## config.mk

```make
export PLATFORM = sky130hd
export DESIGN_NAME = multi_object_collision_ctrl
export DESIGN_NICKNAME = d
export VERILOG_FILES = /design/src/rtl/game_collision_pkg.sv /design/src/rtl/prio_enc_lsb.sv /design/src/rtl/multi_object_collision_ctrl.sv
export SDC_FILE = /design/constraint.sdc
export NUM_CORES = 1
export LEC_CHECK = 0
export BUFFER_PORTS_ARGS = -buffer_cell sky130_fd_sc_hd__clkbuf_2
export CAP_MARGIN = 30
export CORE_MARGIN = 5
export CORE_UTILIZATION = 30
export CTS_CLUSTER_SIZE = 40
export DETAILED_ROUTE_END_ITERATION = 7
export PLACE_DENSITY = 0.57
export SLEW_MARGIN = 20
export SYNTH_ARGS = -nofsm -noshare
export SYNTH_HDL_FRONTEND = slang
export SYNTH_HIERARCHICAL = 1
export SYNTH_SLANG_ARGS = --single-unit
export TNS_END_PERCENT = 5
```

## constraint.sdc

```tcl
create_clock -name clk -period 3.24 [get_ports clk]
set_input_delay 0.648 -clock clk [delete_from_list [all_inputs] [get_ports clk]]
set_output_delay 0.648 -clock clk [all_outputs]
set_load 0.01 [all_outputs]
```

## src/rtl/game_collision_pkg.sv

```systemverilog
// Shared types and helpers for the multi-object collision controller.
package game_collision_pkg;

  localparam int unsigned DEFAULT_NUM_OBJ = 8;

  typedef enum logic {
    READY,
    LOCKED
  } lock_state_e;

  // Index width for n codes, never narrower than one bit.
  function automatic int unsigned idx_width(input int unsigned n);
    return (n <= 1) ? 1 : $clog2(n);
  endfunction

endpackage

```

## src/rtl/prio_enc_lsb.sv

```systemverilog
// Lowest-set-bit priority encoder with a valid flag.
module prio_enc_lsb #(
  parameter int unsigned N  = 8,
  parameter int unsigned IW = 3
) (
  input  logic [N-1:0]  req,
  output logic [IW-1:0] idx,
  output logic          valid
);

  always_comb begin
    idx   = '0;
    valid = 1'b0;
    for (int unsigned i = 0; i < N; i++) begin
      if (req[i] && !valid) begin
        idx   = IW'(i);
        valid = 1'b1;
      end
    end
  end

endmodule

```

## src/rtl/multi_object_collision_ctrl.sv

```systemverilog
// Hook/object/border collision arbiter: per-frame capture, queued one-cycle
// hit pulses, frame summaries, saturating hit counter and post-hit lockout.
module multi_object_collision_ctrl
  import game_collision_pkg::*;
#(
  parameter int unsigned NUM_OBJ           = DEFAULT_NUM_OBJ,
  parameter int unsigned IDX_W             = idx_width(NUM_OBJ),
  parameter bit          ONE_HIT_PER_FRAME = 1'b0,
  parameter int unsigned LOCKOUT_FRAMES    = 2,
  parameter int unsigned CNT_W             = 8
) (
  input  logic               clk,
  input  logic               resetN,
  input  logic               startOfFrame,
  input  logic               drawing_request_hook,
  input  logic               drawing_request_boarders,
  input  logic [NUM_OBJ-1:0] drawing_request_obj,
  output logic               collision,
  output logic               borderHitPulse,
  output logic               hitPulse,
  output logic [IDX_W-1:0]   hitIndex,
  output logic [NUM_OBJ-1:0] frameHitVector,
  output logic [CNT_W-1:0]   hitCount,
  output logic               locked
);

  localparam int unsigned LCK_W = idx_width(LOCKOUT_FRAMES + 1);

  logic [NUM_OBJ-1:0] obj_flag_q, obj_flag_d;
  logic [NUM_OBJ-1:0] pending_q, pending_d;
  logic [NUM_OBJ-1:0] acc_q, acc_d;
  logic [NUM_OBJ-1:0] frame_vec_q, frame_vec_d;
  logic               frame_flag_q, frame_flag_d;
  logic               border_flag_q, border_flag_d;
  logic               border_pulse_q, border_pulse_d;
  logic               hit_pulse_q, hit_pulse_d;
  logic [IDX_W-1:0]   hit_index_q, hit_index_d;
  logic [CNT_W-1:0]   hit_cnt_q, hit_cnt_d;
  lock_state_e        lock_state_q, lock_state_d;
  logic [LCK_W-1:0]   lock_cnt_q, lock_cnt_d;

  logic [NUM_OBJ-1:0] cand;
  logic [NUM_OBJ-1:0] cap;
  logic [NUM_OBJ-1:0] drain_req;
  logic [NUM_OBJ-1:0] drain_clr;
  logic [IDX_W-1:0]   drain_idx;
  logic               drain_valid;
  logic               lock_active;
  logic               border_hit;

  assign lock_active = (lock_state_q == LOCKED);
  assign border_hit  = drawing_request_hook && drawing_request_boarders && !border_flag_q;

  assign cand = drawing_request_obj & ~obj_flag_q &
                {NUM_OBJ{drawing_request_hook && !lock_active &&
                         !(ONE_HIT_PER_FRAME && frame_flag_q)}};

  generate
    if (ONE_HIT_PER_FRAME) begin : g_single_capture
      logic [IDX_W-1:0] cap_idx;
      logic             cap_valid;

      prio_enc_lsb #(
        .N  (NUM_OBJ),
        .IW (IDX_W)
      ) u_cap_enc (
        .req   (cand),
        .idx   (cap_idx),
        .valid (cap_valid)
      );

      assign cap = cap_valid ? (NUM_OBJ'(1) << cap_idx) : '0;
    end else begin : g_all_capture
      assign cap = cand;
    end
  endgenerate

  // Fresh captures join the drain directly, giving a one-cycle capture-to-pulse path.
  assign drain_req = pending_q | cap;

  prio_enc_lsb #(
    .N  (NUM_OBJ),
    .IW (IDX_W)
  ) u_drain_enc (
    .req   (drain_req),
    .idx   (drain_idx),
    .valid (drain_valid)
  );

  always_comb begin
    drain_clr   = '0;
    pending_d   = drain_req;
    hit_pulse_d = drain_valid;
    hit_index_d = hit_index_q;
    hit_cnt_d   = hit_cnt_q;
    if (drain_valid) begin
      drain_clr   = NUM_OBJ'(1) << drain_idx;
      pending_d   = drain_req & ~drain_clr;
      hit_index_d = drain_idx;
      if (hit_cnt_q != '1) begin
        hit_cnt_d = hit_cnt_q + CNT_W'(1);
      end
    end
  end

  // A capture coincident with startOfFrame belongs to the new frame's flags
  // but is reported in the closing frame's summary, not the new accumulator.
  always_comb begin
    border_pulse_d = border_hit;
    if (startOfFrame) begin
      obj_flag_d    = cap;
      frame_flag_d  = |cap;
      frame_vec_d   = acc_q | cap;
      acc_d         = '0;
      border_flag_d = border_hit;
    end else begin
      obj_flag_d    = obj_flag_q | cap;
      frame_flag_d  = frame_flag_q | (|cap);
      frame_vec_d   = frame_vec_q;
      acc_d         = acc_q | cap;
      border_flag_d = border_flag_q | border_hit;
    end
  end

  always_comb begin
    lock_state_d = lock_state_q;
    lock_cnt_d   = lock_cnt_q;
    case (lock_state_q)
      READY: begin
        if (hit_pulse_q && (LOCKOUT_FRAMES != 0)) begin
          lock_state_d = LOCKED;
          lock_cnt_d   = LCK_W'(LOCKOUT_FRAMES);
        end
      end
      LOCKED: begin
        if (hit_pulse_q) begin
          lock_cnt_d = LCK_W'(LOCKOUT_FRAMES);
        end else if (startOfFrame) begin
          if (lock_cnt_q <= LCK_W'(1)) begin
            lock_state_d = READY;
            lock_cnt_d   = '0;
          end else begin
            lock_cnt_d = lock_cnt_q - LCK_W'(1);
          end
        end
      end
      default: begin
        lock_state_d = READY;
        lock_cnt_d   = '0;
      end
    endcase
  end

  always_ff @(posedge clk or negedge resetN) begin
    if (!resetN) begin
      obj_flag_q     <= '0;
      pending_q      <= '0;
      acc_q          <= '0;
      frame_vec_q    <= '0;
      frame_flag_q   <= 1'b0;
      border_flag_q  <= 1'b0;
      border_pulse_q <= 1'b0;
      hit_pulse_q    <= 1'b0;
      hit_index_q    <= '0;
      hit_cnt_q      <= '0;
      lock_state_q   <= READY;
      lock_cnt_q     <= '0;
    end else begin
      obj_flag_q     <= obj_flag_d;
      pending_q      <= pending_d;
      acc_q          <= acc_d;
      frame_vec_q    <= frame_vec_d;
      frame_flag_q   <= frame_flag_d;
      border_flag_q  <= border_flag_d;
      border_pulse_q <= border_pulse_d;
      hit_pulse_q    <= hit_pulse_d;
      hit_index_q    <= hit_index_d;
      hit_cnt_q      <= hit_cnt_d;
      lock_state_q   <= lock_state_d;
      lock_cnt_q     <= lock_cnt_d;
    end
  end

  assign collision      = drawing_request_hook &&
                          (drawing_request_boarders || (|drawing_request_obj));
  assign borderHitPulse = border_pulse_q;
  assign hitPulse       = hit_pulse_q;
  assign hitIndex       = hit_index_q;
  assign frameHitVector = frame_vec_q;
  assign hitCount       = hit_cnt_q;
  assign locked         = lock_lock_out();

  function automatic logic lock_lock_out();
    return lock_active;
  endfunction

endmodule
```

== Word level (Yosys, flattened, before mapping) ==
Index checks and enable logic that the tools add are counted.
Cells by class
  add/sub/neg operators: 2
  multipliers: 0
  divide/modulo/power cells: 0
  $lt $le $gt $ge: 1
  eq/ne operators: 3
  shift-type cells: 1
  mux-type cells: 29
  bitwise logic cells: 10
  reduce and logical (&&, ||, !) cells: 24
Operators by type and width (count)
  $and A8 B8 Y8: 3
  $mux W8: 3
  $or A8 B8 Y8: 3
  $not A8 Y8: 2
  $mux W1: 14
  $mux W2: 6
  $mux W3: 4
  $logic_and A1 B1 Y1: 11
  $logic_not A1 Y1: 9
  $add A8 B1 Y8 const B: 1
  $ne A8 B8 Y1 const B: 1
  $reduce_or A8 Y1: 1
  $shl A1 B3 Y8 const A: 1
  $pmux W2 S2: 1
  $reduce_and A2 Y1: 2
  $ne A3 B3 Y1 const B: 1
  $le A2 B1 Y1 const B: 1
  $ne A2 B2 Y1 const B: 1
  $pmux W1 S2: 1
  $sub A2 B1 Y2 const B: 1
  $logic_or A1 B1 Y1: 1
  $not A1 Y1: 1
  $or A1 B1 Y1: 1
Word-level totals
  register bits: 49
  bits in latches: 0
  memory bits (writable): 0
  ROM bits: 0
  input port bits: 13
  output and inout bits: 23
  logic and storage cells: 81
  memories kept: 0

== Longest topological paths before layout ==
  depth after elaboration: 30
  depth in mapped cells: 9
  gate-level depth less buffers: 8

== Cells and area by module ==
The synthesis kept the hierarchy.
By module, submodules not included
  multi_object_collision_ctrl: times used 1, cells each 173, area an instance 2006.9 um2, sequential area each 1226.2 um2
  prio_enc_lsb: times used 1, cells each 14, area an instance 82.6 um2, sequential area each 0.0 um2

== Worst setup path after synthesis ==
OpenSTA, ideal clock, no wires.
  path type: input-to-reg
  start: input drawing_request_hook
  end: register hit_cnt_q[6], in the netlist hitCount[6]
  library setup time: 125 ps
  arrival: 2187 ps
  setup slack: 929 ps
  stages on the path: 7
  buffers on the path: 0
  cells stage by stage: and4bb_2 -> or2_2 -> nor4_2 -> nand2_1 -> and3_1 -> nand4_1 -> mux2_2
On the way
  word-level cells in the longest chain between the ends: 26
RTL lines
  start: declaration: line multi_object_collision_ctrl.sv:15  | input logic drawing_request_hook,
  $logic_and A1 B1 Y1 *: line multi_object_collision_ctrl.sv:55  | {NUM_OBJ{drawing_request_hook && !lock_active &&
  $and A8 B8 Y8 *: line multi_object_collision_ctrl.sv:54  | assign cand = drawing_request_obj & ~obj_flag_q &
  $or A8 B8 Y8 *: line multi_object_collision_ctrl.sv:79  | assign drain_req = pending_q | cap;
  named net drain_req[0]: line multi_object_collision_ctrl.sv:44  | logic [NUM_OBJ-1:0] drain_req;
  $mux W1 *: line prio_enc_lsb.sv:15  | if (req[i] && !valid) begin
  $logic_not A1 Y1: line prio_enc_lsb.sv:15
  $logic_and A1 B1 Y1: line prio_enc_lsb.sv:15
  $mux W1 *: line prio_enc_lsb.sv:15
  [... 12 more ...]
  $logic_not A1 Y1: line prio_enc_lsb.sv:15
  $logic_and A1 B1 Y1: line prio_enc_lsb.sv:15
  $mux W1 *: line prio_enc_lsb.sv:15
  $logic_not A1 Y1: line prio_enc_lsb.sv:15
  $logic_and A1 B1 Y1: line prio_enc_lsb.sv:15
  $mux W1 *: line prio_enc_lsb.sv:15
  named net drain_valid: line multi_object_collision_ctrl.sv:47  | logic drain_valid;
  $reduce_and A2 Y1 (no line) *
  end signal: assignment: line multi_object_collision_ctrl.sv:178  | hit_cnt_q <= hit_cnt_d;
  end: declaration: line multi_object_collision_ctrl.sv:38  | logic [CNT_W-1:0] hit_cnt_q, hit_cnt_d;
The timed path passes the listed nets; every way through them passes the cells marked *.
A chain may end at the register's enable or synchronous reset.

== Worst setup path after layout ==
  start: register lock_state_q, in the netlist locked
  end: register hit_cnt_q[6], in the netlist hitCount[6]
On the way
  word-level cells in the longest chain between the ends: 27
RTL lines
  start: declaration: line multi_object_collision_ctrl.sv:39  | lock_state_e lock_state_q, lock_state_d;
  start signal: assignment: line multi_object_collision_ctrl.sv:179  | lock_state_q <= lock_state_d;
  $logic_not A1 Y1 *: line multi_object_collision_ctrl.sv:55
  $logic_and A1 B1 Y1 *: line multi_object_collision_ctrl.sv:55
  $and A8 B8 Y8 *: line multi_object_collision_ctrl.sv:54
  $or A8 B8 Y8 *: line multi_object_collision_ctrl.sv:79
  named net drain_req[0]: line multi_object_collision_ctrl.sv:44
  $mux W1 *: line prio_enc_lsb.sv:15
  $logic_not A1 Y1: line prio_enc_lsb.sv:15
  $logic_and A1 B1 Y1: line prio_enc_lsb.sv:15
  [... 13 more ...]
  $logic_not A1 Y1: line prio_enc_lsb.sv:15
  $logic_and A1 B1 Y1: line prio_enc_lsb.sv:15
  $mux W1 *: line prio_enc_lsb.sv:15
  $logic_not A1 Y1: line prio_enc_lsb.sv:15
  $logic_and A1 B1 Y1: line prio_enc_lsb.sv:15
  $mux W1 *: line prio_enc_lsb.sv:15
  named net drain_valid: line multi_object_collision_ctrl.sv:47
  $reduce_and A2 Y1 (no line) *
Marks and branches as above.

==> flow_summary.ini <==
[yosys]
syn_area_mm2 = 0.00209
synth_top_family_by_area = simple AND/OR/NAND/NOR gates
synth_nets = 201
syn_inst = 187
synth-simple-area-share_pct = 20.2
ys_seq_elements = 49
ys.flop_type = dfrtp_1
syn-mean-instance-area_um2 = 11.2
synth_top_cells_by_area = dfrtp_1 59%, nor2_1 5.9%, and4bb_2 4.8%, mux2_2 3.2%, a21oi_1 3.1%
synthArstFlopShare_pct = 100
synth_top_area_share_pct = 58.7
synth_compound_area_share_pct = 12.6
synth_xor_area_share_pct = 1.68
yosys.area_share.adder_pct = 0.599
synth_mux_area_share_pct = 3.23
synth-seq-area-share_pct = 58.7
yosys.area.top_type = dfrtp_1
ys_warn_count = 6
synth_cell_types = 40
synth-edff-count = 0

[layout]
fin_cells = 323
antenna_cells = 0
final_util_pct = 36.6
layout-drive-gt1-share_pct = 30.0
synthToLayoutAreaGrowth_pct = 19.0
nNetsFinal = 240

[flow_run]
cap_viol_max_count = 0

[sta]
rsz0062_at_grt = false
max_freq_mhz = 407
period_share_pct = 75.8
fin_ws_ps = 783
fin_setup_tns_ps = 0
hold_violations = 0
slew_viol_final = 0
fin_skew_ps = 9.36
tightest_slew_ps = 730
finalSetupViolations = 0
relSlewSlack_pct = 50.7
fin_crit_ps = 2460

[floorplanning]
row_count = 30
die_y_um = 93.5
dieArea_mm2 = 0.00873
coreArea_mm2 = 0.00679
initial_core_util_pct = 30.8
dieWidth_um = 93.5
num_io_pins = 36

[outcome]
status = complete, no violations

[clock_tree]
cts_buffers = 5
clkSinkCount = 49
post_cts_resized = 0
clk_latency_ps = 300
cts-root-buf = clkbuf_8
cts_tree = yes
postCtsSetupBuffers = 0
cts-hold-fix-buffers = 0
clockBufferDepth = 2
path_clk_slew_ps = 100
htreeDepth = 2

[route]
drc_errors = 0
wl_um = 4200
first_iter_violations = 102
dr.pass1.iters = 6
ant_nets = 0
drt-vias-per-instance = 4.50
routedWlPerCell_um = 13.0
vias = 1452

[worst_setup_path]
path_cells = and4bb_2, or2_2, nor4_2, nand2_1, and3_1, nand4_1, mux2_2
required_ps = 3440
rr_endpoint = hitCount[6]
worst_setup_path_start_kind = flop
worstSetupPathType = reg2reg
critical_path.max_fanout = 12
timing.rr.start = locked
slowest_delay_ps = 540
crit_slowest_cell = dfrtp_1
reg2reg_depth = 7
end_kind = flop
ff2ff_setup_slack_ps = 780
startpoint = locked
cp_num_buf_inv = 0
cpLargestDelayFamily = simple AND/OR/NAND/NOR gates
cp.arrival_ps = 2650

[placed_design]
place_hpwl_um = 3050
place_ws_ps = 536
dp.cells = 315
placement.io_buffers = 35
routabilityCongestion = 0.768

[global_route]
grt_use_total_pct = 10.6
antenna_found_initial = 0
overflow = 0
grt_pass1_wl_um = 7280
grt_pass1_vias = 1466
grt_max_degree = 50

[power]
pwr_density_cell_mw_per_mm2 = 882
vdd_drop_max_uv = 418
p_leak_uw = 0.00124

[min_path]
min_path_type = in2async
-- metal layers --
layer | up-vias | part of all wire [%] | track usage [%]
li1 | 730 | - | -
met1 | 685 | 50 | 14.6
met2 | 31 | 43 | 15.8
met3 | 6 | 5.3 | 3.06
met4 | 0 | 1.4 | 3.66
met5 | - | 0 | 0
-- flip-flops by register name, summed over array words and instances (netlist names), 2 cells and up --
signal and cells:
acc_q 8, frameHitVector 8, hitCount 8, hitIndex 3
lock_cnt_q 2, obj_flag_q 8, pending_q 8
-- cells in the mapped netlist, drive strengths merged (2+ instances only) --
| cell type | count |
|---|---|
| o21ai | 4 |
| nand3 | 2 |
| buf | 5 |
| dfrtp | 49 |
| a31oi | 4 |
| nor4 | 3 |
| a21oi | 13 |
| or2 | 5 |
| and3 | 2 |
| nor2 | 33 |
| xnor2 | 2 |
| inv | 8 |
| a21o | 9 |
| nor2b | 4 |
| nand2 | 7 |
| nand4 | 3 |
| o21a | 2 |
| a21boi | 3 |
| a211oi | 2 |
| nand2b | 2 |
| and4bb | 8 |
| xor2 | 2 |
| mux2 | 6 |
-- layout by cell type, fill, tap and decap left out, types with 2 or more instances in the layout --
master / synthesis / routed
a21boi_0: 3 / 3
a21o_1: 7 / 7
a21o_2: 2 / 2
a21oi_1: 13 / 13
a31oi_1: 4 / 4
and3_1: 2 / 2
and4bb_2: 8 / 8
buf_4: 0 / 2
clkbuf_2: 0 / 35
clkbuf_8: 0 / 5
dfrtp_1: 49 / 49
inv_1: 8 / 8
mux2_2: 6 / 6
nand2_1: 7 / 7
nand2b_1: 2 / 2
nand3_1: 2 / 2
nand4_1: 3 / 3
nor2_1: 33 / 33
nor2b_1: 4 / 4
nor4_1: 2 / 2
o21a_1: 2 / 2
o21ai_0: 3 / 3
or2_1: 2 / 2
or2_4: 2 / 2
xnor2_1: 2 / 2
xor2_1: 2 / 2
-- how the worst max path moves through the flow --
stage | to | cells after the start
2_1_floorplan | hitCount[6] | 7
3_3_place_gp | hitCount[6] | 8
3_5_place_dp | hitCount[6] | 8
4_1_cts | hitCount[6] | 7
5_1_grt | hitCount[6] | 7
6_report | hitCount[6] | 7
-- cell type report --
type                            instances  area [um2]
Fill cell                             687        4310
Sequential cell                        49        1230
Multi-Input combinational cell        124         801
Timing Repair Buffer                   37         190
Tap cell                               96         120
Clock buffer                            5        68.8
Clock inverter                          3        46.3
Inverter                                9        33.8
-- cell families (layout without fill, tap and decap cells) --
kind of cell,count (synthesis),in the layout
buf+inv,14,54
flops,49,49
xor+xnor,4,4
mux,6,6
compound gates,40,40
simple gates,73,73
fa+ha+maj,1,1
-- metrics by stage --
stage | area (um2) | hold WS [ps] | power (uW)
2_1_floorplan | 2090 | 352 | 1500
5_1_grt | 2490 | 472 | 2360
3_5_place_dp | 2370 | 435 | 1770
3_3_place_gp | 2370 | 424 | 1760
6_report | 2490 | 425 | 2190
4_1_cts | 2490 | 448 | 2220
-- power breakdown --
group,internal (uW),total (uW),switching (uW)
combinational,390,875,484
sequential,764,874,110
clock,231,444,213
total,1390,2190,808
Power figures use the tool's default switching activity.
